`config.mk`:
```
export PLATFORM = sky130hd
export DESIGN_NAME = bin2bcd_seq
export DESIGN_NICKNAME = d
export VERILOG_FILES = /design/src/rtl/bin2bcd_seq.sv
export SDC_FILE = /design/constraint.sdc
export NUM_CORES = 1
export LEC_CHECK = 0
export ABC_AREA = 1
export CORE_UTILIZATION = 40
export CTS_CLUSTER_DIAMETER = 200
export CTS_CLUSTER_SIZE = 28
export DETAILED_ROUTE_END_ITERATION = 8
export PLACE_DENSITY = 0.62
export SYNTH_ARGS = -nofsm -noshare
export SYNTH_HDL_FRONTEND = slang
export SYNTH_SLANG_ARGS = --single-unit
```
`constraint.sdc`:
```
create_clock -name clk -period 5.6 [get_ports clk]
set_input_delay 1.12 -clock clk [delete_from_list [all_inputs] [get_ports clk]]
set_output_delay 1.12 -clock clk [all_outputs]
set_load 0.03 [all_outputs]
```
`src/rtl/bin2bcd_seq.sv`:
```
// Sequential double-dabble binary-to-BCD converter: 32-bit unsigned in, 8 packed BCD digits out.
// Define BIN2BCD_OVF_ERR_EN to show 0xEEEEEEEE instead of the mod-10^8 result on overflow.
module bin2bcd_seq (
   input  logic        clk,
   input  logic        reset,
   input  logic        start,
   input  logic [31:0] bin_in,
   output logic        busy,
   output logic        done,
   output logic [31:0] bcd_out,
   output logic        ovf
);

   localparam logic [31:0] OvfLimit = 32'h05F5_E0FF;

   typedef enum logic [1:0] {StIdle, StShift, StDone} state_t;

   state_t      state;
   logic [31:0] shift_reg;
   logic [31:0] acc;
   logic [31:0] acc_adj;
   logic [4:0]  cnt;
   logic        ovf_next;

   // Add 3 to every nibble >= 5 so the following shift carries correctly into the next digit.
   always_comb begin
      acc_adj = acc;
      for (int i = 0; i < 8; i++) begin
         if (acc[4*i +: 4] >= 4'd5) begin
            acc_adj[4*i +: 4] = acc[4*i +: 4] + 4'd3;
         end
      end
   end

   always_ff @(posedge clk or posedge reset) begin
      if (reset) begin
         state     <= StIdle;
         busy      <= 1'b0;
         done      <= 1'b0;
         bcd_out   <= '0;
         ovf       <= 1'b0;
         cnt       <= '0;
         shift_reg <= '0;
         acc       <= '0;
         ovf_next  <= 1'b0;
      end else begin
         done <= 1'b0;
         case (state)
            StIdle: begin
               if (start) begin
                  shift_reg <= bin_in;
                  acc       <= '0;
                  cnt       <= '0;
                  ovf_next  <= (bin_in > OvfLimit);
                  busy      <= 1'b1;
                  state     <= StShift;
               end
            end
            StShift: begin
               // Carry out of acc[31] is dropped, which yields the value mod 10^8.
               acc       <= {acc_adj[30:0], shift_reg[31]};
               shift_reg <= {shift_reg[30:0], 1'b0};
               cnt       <= cnt + 5'd1;
               if (cnt == 5'd31) begin
                  state <= StDone;
               end
            end
            StDone: begin
`ifdef BIN2BCD_OVF_ERR_EN
               bcd_out <= ovf_next ? 32'hEEEE_EEEE : acc;
`else
               bcd_out <= acc;
`endif
               ovf   <= ovf_next;
               done  <= 1'b1;
               busy  <= 1'b0;
               state <= StIdle;
            end
            default: begin
               busy  <= 1'b0;
               state <= StIdle;
            end
         endcase
      end
   end

endmodule

```
# ---- Yosys cells after proc, flatten, opt, wreduce, memory -nomap -nowiden
# Cells that the tools add are included.
dict set report word_totals {
  word_cells 59
  inputBits 35
  reg_bits 107
  out_inout_bits 35
}
dict set report classes {
  n_bitwise 1
  n_addsub 9
  n_mux 20
  n_lt_le_gt_ge 9
  n_eq_ne 5
  n_reduce_logical 6
}
# cell count
set ops {}
lappend ops {{one-hot mux 32 bit (2 select lines)} 2}
lappend ops {{two-way mux 32 bit} 2}
lappend ops {{greater-or-equal comparator 4 x 3 -> 1 bit (second input constant)} 8}
lappend ops {{> comparator 32 x 27 -> 1 bit (second input constant)} 1}
lappend ops {{adder 4 x 2 -> 4 bit (second input constant)} 7}
lappend ops {{two-way mux 4 bit} 7}
lappend ops {{one-hot mux 5 bit (2 select lines)} 1}
lappend ops {{AND reduction 2 bit} 4}
lappend ops {{adder 5 x 1 -> 5 bit (second input constant)} 1}
lappend ops {{equality test 5 bit (second input constant)} 1}
lappend ops {{two-way mux 5 bit} 1}
lappend ops {{two-way mux 2 bit} 2}
lappend ops {{!= test 2 bit (second input constant)} 2}
lappend ops {{one-hot mux 2 bit (2 select lines)} 1}
lappend ops {{adder 3 x 2 -> 3 bit (second input constant)} 1}
lappend ops {{two-way mux 3 bit} 1}
lappend ops {{equality test 2 x 1 -> 1 bit (second input constant)} 1}
lappend ops {{equality test 2 bit (second input constant)} 1}
lappend ops {{logical NOT 2 bit} 1}
lappend ops {{two-way mux 1 bit} 2}
lappend ops {{one-hot mux 1 bit (2 select lines)} 1}
lappend ops {{nonzero test 2 bit} 1}
lappend ops {{NOT 1 bit} 1}

# ---- Longest topological paths before layout
# Gate-level depths: netlist of run 1.
dict set report depth {
  word_depth 3
  mapped_depth 9
  depth_no_buf 9
}

# ---- Least setup slack after synthesis of run 1
# Ideal clock, no wire load.
dict set report synth_timing {
  kind {input -> register}
  startpoint {input start}
  endpoint {register shift_reg[12]}
  t_arrival_ps 1635
  path_stages 5
  path_buffers 2
  setup_time_ps 130
  slack_ps 3835
  path_cell_list {nand2_1 > buf_4 > buf_4 > nand3_1 > o211ai_1}
}
dict set report synth_between {
  elab_chain_len 2
}
# item line
set synth_lines {}
lappend synth_lines {{start: declaration} 6} ;# input logic start,
lappend synth_lines {{!= test 2 bit (no source line)} --}
lappend synth_lines {{AND reduction 2 bit (no source line)} --}
lappend synth_lines {{end signal: assignment} 51} ;# shift_reg <= bin_in;
lappend synth_lines {{end signal: assignment} 62} ;# shift_reg <= {shift_reg[30:0], 1'b0};
lappend synth_lines {{end: declaration} 19} ;# logic [31:0] shift_reg;
# No other way between the ends.
# A chain may end at the register's enable or synchronous reset.

# ---- Final worst setup path of run 1
dict set report layout_timing {
  startpoint {input start}
  endpoint {register acc[22]}
}
dict set report layout_between {
  elab_chain_len 2
}
# item line
set layout_lines {}
lappend layout_lines {{!= test 2 bit (no source line)} --}
lappend layout_lines {{AND reduction 2 bit (no source line)} --}
lappend layout_lines {{end signal: assignment} 61} ;# acc <= {acc_adj[30:0], shift_reg[31]};
lappend layout_lines {{end: declaration} 20} ;# logic [31:0] acc;
# No other way between the ends.

==> results of run 1 <==
==> report_power, final <==
part	internal [mW]	switching (mW)	total (mW)
Combinational	0.568	0.914	1.48
Clock	0.371	0.274	0.645
Sequential	1.11	0.197	1.31
Total	2.05	1.39	3.43
==> metrics by stage <==
stage	worst slack [ns]	std cells	hold WS, ns
6_report	2.97	806	0.451
5_1_grt	2.81	806	0.470
4_1_cts	2.94	806	0.456
3_5_place_dp	2.58	790	0.448
3_3_place_gp	2.64	790	0.449
2_1_floorplan	1.66	577	0.425
==> cells in the mapped netlist (2+ instances only) <==
| library cell | number | area share |
|---|---|---|
| buf_2 | 8 | 0.0078 |
| o22ai_1 | 9 | 0.011 |
| buf_4 | 7 | 0.010 |
| o21ai_0 | 57 | 0.056 |
| dfrtp_1 | 107 | 0.52 |
| xor2_1 | 4 | 0.0069 |
| o21ai_2 | 10 | 0.017 |
| nand3_1 | 65 | 0.064 |
| o211ai_1 | 12 | 0.018 |
| nand2_2 | 2 | 0.0025 |
| inv_1 | 56 | 0.041 |
| nand2_1 | 125 | 0.092 |
| nand4_1 | 2 | 0.0025 |
| nor2_1 | 24 | 0.018 |
| o21ai_1 | 25 | 0.025 |
| ha_1 | 18 | 0.044 |
| buf_6 | 11 | 0.024 |
| clkbuf_2 | 2 | 0.0020 |
| a21oi_1 | 27 | 0.026 |
==> layout by cell type (no fill, tap or decap), types with 2 or more instances in the layout <==
master and count:
buf_4 4, o21ai_0 57, ha_1 18, nand2_2 2
o22ai_1 9, o21ai_2 10, nand4_1 2, o21ai_1 25
a21oi_1 27, xor2_1 4, clkdlybuf4s50_1 69, nand2_1 125
o211ai_1 12, inv_1 55, nand3_1 65, dfrtp_1 107
clkbuf_16 9, clkinv_2 2, nor2_1 24, inv_4 2
clkbuf_8 2
==> critical path: stages <==
cell             delay [ns]
clkdlybuf4s50_1        0.43
nand2_1                0.08
buf_4                  0.40
nand2_2                0.49
o21ai_0                0.33
==> per-layer routing <==
metal | vias to the layer above | track usage
li1 | 2027 | -
met1 | 1910 | 0.200
met2 | 81 | 0.293
met3 | 10 | 0.0401
met4 | 0 | 0.0485
met5 | - | 0
==> cell type report <==
type	instances	area share
multi-input combinational	384	0.324
timing repair buffer	73	0.118
clock buffer	12	0.0419
tap	168	0.0344
clock inverter	4	0.00798
sequential	107	0.438
inverter	58	0.0364
==> cells by family (layout without fill, tap and decap cells) <==
family / Yosys count / after routing / synth area share
simple gates: 220 / 220 / 0.180
flops: 107 / 107 / 0.525
fa+ha+maj: 18 / 18 / 0.0441
compound gates: 142 / 142 / 0.156
buf+inv: 86 / 147 / 0.0875
xor+xnor: 4 / 4 / 0.00686
==> final timing paths <==
path                                from  slack (ns)     endpoint
worst min-delay path            state[1]        0.45         busy
min in group asynchronous          reset        1.27   bcd_out[0]
max in group asynchronous          reset        3.29  bcd_out[20]
worst max-delay path               start        2.97      acc[22]
worst min register to register  state[1]        0.45         busy
worst max register to register  state[0]        3.43       acc[4]
==> impl_metrics.yaml, run 1 <==
layout:
  layout-drive-gt1-share: 0.0549
  fin_area_um2: 6120
  nets: 686
  fillCellCount: 1237
  finalCoreUtilization: 0.501
  area_growth_pct: 19.8
  antenna_cells: 0
  seq_area_um2: 2680
  multi_input_area_um2: 1980
logic_synthesis:
  synth_cell_types: 25
  synth-edff-count: 0
  ys.flop_type: "dfrtp_1"
  ys_ff_latch: 107
  async_flop_share: 1.00
  syn_inst: 577
  synth_seq_area_share: 0.525
  syn_nets: 630
  synth.avg_cell_area_um2: 8.85
  synthesis.area_um2: 5100
  yosys_warnings: 0
pwr:
  ir_drop_uv: 177
  finalPower_mw: 3.43
  leakagePower_nw: 2.84
  power.density_nw_per_um2: 561
timing:
  finClkSkew_ns: 0.00427
  rsz0062_at_grt: "no"
  worst_slew_pin_slew_ns: 1.06
  finalSetupViolCount: 0
  relSlewSlack: 0.295
  fin_crit_sh: 0.469
  fin_crit_ns: 2.63
  final.setup.tns_ns: 0
  max_freq_mhz: 381
  maxSlewViolCount: 0
  hold_viol_final: 0
place:
  placed_cell_area_um2: 5810
  place.port_buffers: 69
  routabilityCongestion: 0.822
  dp.final_hpwl_mm: 6.61
critical_path:
  endpoint_kind: "register"
  crit_fanout: 47
  crit_required_ns: 5.85
  ff2ff_path_depth: 6
  worstSetupPathType: "input port to register"
  worstPathArrival_ns: 2.88
  start_kind: "input port"
cts:
  cts_buffers: 9
  postCtsSetupBuffers: 0
  clock_latency_ns: 0.34
  clock_path_buffers: 2
  cts-resized-gates: 0
  cts_num_sinks: 107
  cts_max_level: 3
  cts_tree: "done"
  clkSlewWorstSetupHoldPaths_ns: 0.07
  clockRootBuffer: "clkbuf_16"
  holdBufCountCts: 0
routing:
  drc_errors: 0
  routed_wl_mm: 10.1
  wl_per_cell_um: 12.5
  viasPerCell: 5.00
  firstDrtPassIters: 5
  drtAntennaViolNets: 0
  wl_met1_mm: 4.74
  highest_layer: "met4"
  met2_length_mm: 4.81
  wl_met3_um: 408
  drtIter0Drc: 229
  vias: 4028
global_route:
  grtUsageTotal: 0.166
  grt_max_degree: 66
  antenna_found_initial: 0
  grt_pass1_vias: 3937
  grt_pass1_wl_mm: 17.5
  overflow: 0
die:
  die_h_um: 115
  dieArea_um2: 13200
  start_util: 0.418
  fp.dieW_um: 115
  io_pins: 70
  core_um2: 12200
  num_rows: 40
job:
  drv_cap: 0
run_status:
  status: "finished clean"
worst_hold_path:
  hold_class: "register to register"
  whs_path_depth: 1
No activity file was read; power rests on OpenSTA's default activity.
==> inputs of run 2 (changes only) <==
--- a/config.mk
+++ b/config.mk
@@ -10,7 +10,7 @@
 export CTS_CLUSTER_DIAMETER = 200
 export CTS_CLUSTER_SIZE = 28
 export DETAILED_ROUTE_END_ITERATION = 8
-export PLACE_DENSITY = 0.62
+export PLACE_DENSITY = 0.65
 export SYNTH_ARGS = -nofsm -noshare
 export SYNTH_HDL_FRONTEND = slang
 export SYNTH_SLANG_ARGS = --single-unit
==> constraint.sdc (replaced) <==
create_clock -name clk -period 2.1 [get_ports clk]
set_input_delay 0.42 -clock clk [delete_from_list [all_inputs] [get_ports clk]]
set_output_delay 0.42 -clock clk [all_outputs]
set_load 0.03 [all_outputs]
==> run 2 against run 1 <==
Compared with the run above:
- first-iteration DRC count down 3.5%
- final cell count is 0.62% higher
- sequential power rose to 2.7 times the previous value
- utilization is 0.55 points higher
- non-clock buffer count up 6
- hold slack worse by 0.030 ns
- sequential share of layout area is 0.48 points lower
- setup slack got worse by 2.7 ns
- power rose to 2.7 times the previous value
- die area unchanged
- critical path depth shrank 4
- clock-buffer cell count did not move
==> impl_metrics.yaml, run 2 (same netlist as run 1, synthesis figures left out) <==
timing:
  maxSlewViolCount: 0
  worst_slew_pin_slew_ns: 0.442
  finClkSkew_ns: 0.00396
  final.setup.tns_ns: 0
  relSlewSlack: 0.704
  fin_crit_sh: 0.872
  finalSetupViolCount: 0
  max_freq_mhz: 546
  rsz0062_at_grt: "no"
  hold_viol_final: 0
  fin_crit_ns: 1.83
  hold_ws_ns: 0.421
layout:
  final_common_cell: "nand2_1"
  nets: 692
  area_growth_pct: 21.2
  layout-drive-gt1-share: 0.0591
  final_cell_mix: "nand2_1, dfrtp_1, clkdlybuf4s50_1"
  antenna_cells: 0
die:
  fp.dieW_um: 115
  dieArea_um2: 13200
  start_util: 0.418
  die_h_um: 115
  io_pins: 70
  core_um2: 12200
  num_rows: 40
critical_path:
  endpoint_kind: "primary output"
  crit_chain: "clkdlybuf4s50_1"
  cpPeakStageDelay_ns: 0.69
  crit_slowest_cell: "clkdlybuf4s50_1"
  crit_fanout: 2
  worstSetupPathType: "register to primary output"
  cp_top_family: "buffers and inverters"
  start_kind: "register"
  worstPathArrival_ns: 1.41
  crit_required_ns: 1.68
  path_buf_inv: 1
global_route:
  overflow: 0
  grtUsageTotal: 0.173
  antenna_found_initial: 0
  grt_pass1_wl_mm: 18.1
  grt_pass1_vias: 3980
  grt_max_degree: 66
run_status:
  status: "finished clean"
cts:
  clock_latency_ns: 0.35
  clock_path_buffers: 2
  cts-resized-gates: 0
  clkSlewWorstSetupHoldPaths_ns: 0.07
  cts_max_level: 3
  postCtsSetupBuffers: 0
  cts_num_sinks: 107
  cts_buffers: 9
  clockRootBuffer: "clkbuf_16"
  holdBufCountCts: 0
  cts_tree: "done"
pwr:
  power.density_nw_per_um2: 1490
  ir_drop_uv: 639
  leakagePower_nw: 2.87
routing:
  viasPerCell: 5.02
  drtIter0Drc: 221
  wl_per_cell_um: 12.7
  firstDrtPassIters: 4
  drtAntennaViolNets: 0
  vias: 4070
  drc_errors: 0
  routed_wl_mm: 10.3
job:
  drv_cap: 0
place:
  routabilityCongestion: 0.812
  place.port_buffers: 69
  dp.final_hpwl_mm: 7.12
worst_hold_path:
  hold_class: "input port to async pin"
run 2: cell count changes in the layout (fill, tap and decap cells not counted), sizes merged:
cell / previous run / this run
buf: 4 / 10
clkinvlp: 0 / 1
clkinv: 3 / 2
inv: 58 / 57
run 2: where the power goes:
| part | internal (mW) | total [mW] | leakage [nW] | switching [mW] |
|---|---|---|---|---|
| combinational | 1.59 | 4.07 | 1.42 | 2.48 |
| sequential | 2.96 | 3.50 | 1.31 | 0.539 |
| clock | 0.915 | 1.63 | 0.136 | 0.717 |
run 2: metrics by stage:
stage / setup slack [ns] / std cells / power, mW / area, um^2 / utilization
floorplan: 0.392 / 577 / 6.48 / 5110 / -
global placement: 0.391 / 796 / 7.42 / 5910 / 0.484
detailed placement: 0.356 / 796 / 7.63 / 5910 / 0.484
CTS: 0.266 / 811 / 9.30 / 6180 / 0.506
global route: 0.236 / 811 / 10.0 / 6180 / 0.506
finish: 0.269 / 811 / 9.20 / 6180 / 0.506
run 2: path summary, 6_finish.rpt:
kind                                  start          end  slack (ns)  cells after the start
max in group asynchronous             reset  bcd_out[30]        1.12                      3
worst max-delay path            bcd_out[29]  bcd_out[29]        0.27                      1
min in group clk                   state[1]         busy        0.46                      1
worst min register to register     state[1]         busy        0.46                      1
worst max register to register       acc[4]       acc[6]        0.49                      8
worst min-delay path                  reset   bcd_out[0]        0.42                      2
run 2: area by class of cell:
type,instances,area (um^2)
flip-flops and latches,107,2680
multi-input cells,384,1980
inverters,58,224
well taps,168,210
repair buffers,79,816
clock inverters,3,40.0
fillers,1190,6030
clock buffers,12,236
run 2: routing by layer:
metal,part of all wire,track usage
met5,0,0
met4,0.013,0.0554
met3,0.044,0.0506
met2,0.48,0.290
met1,0.46,0.214
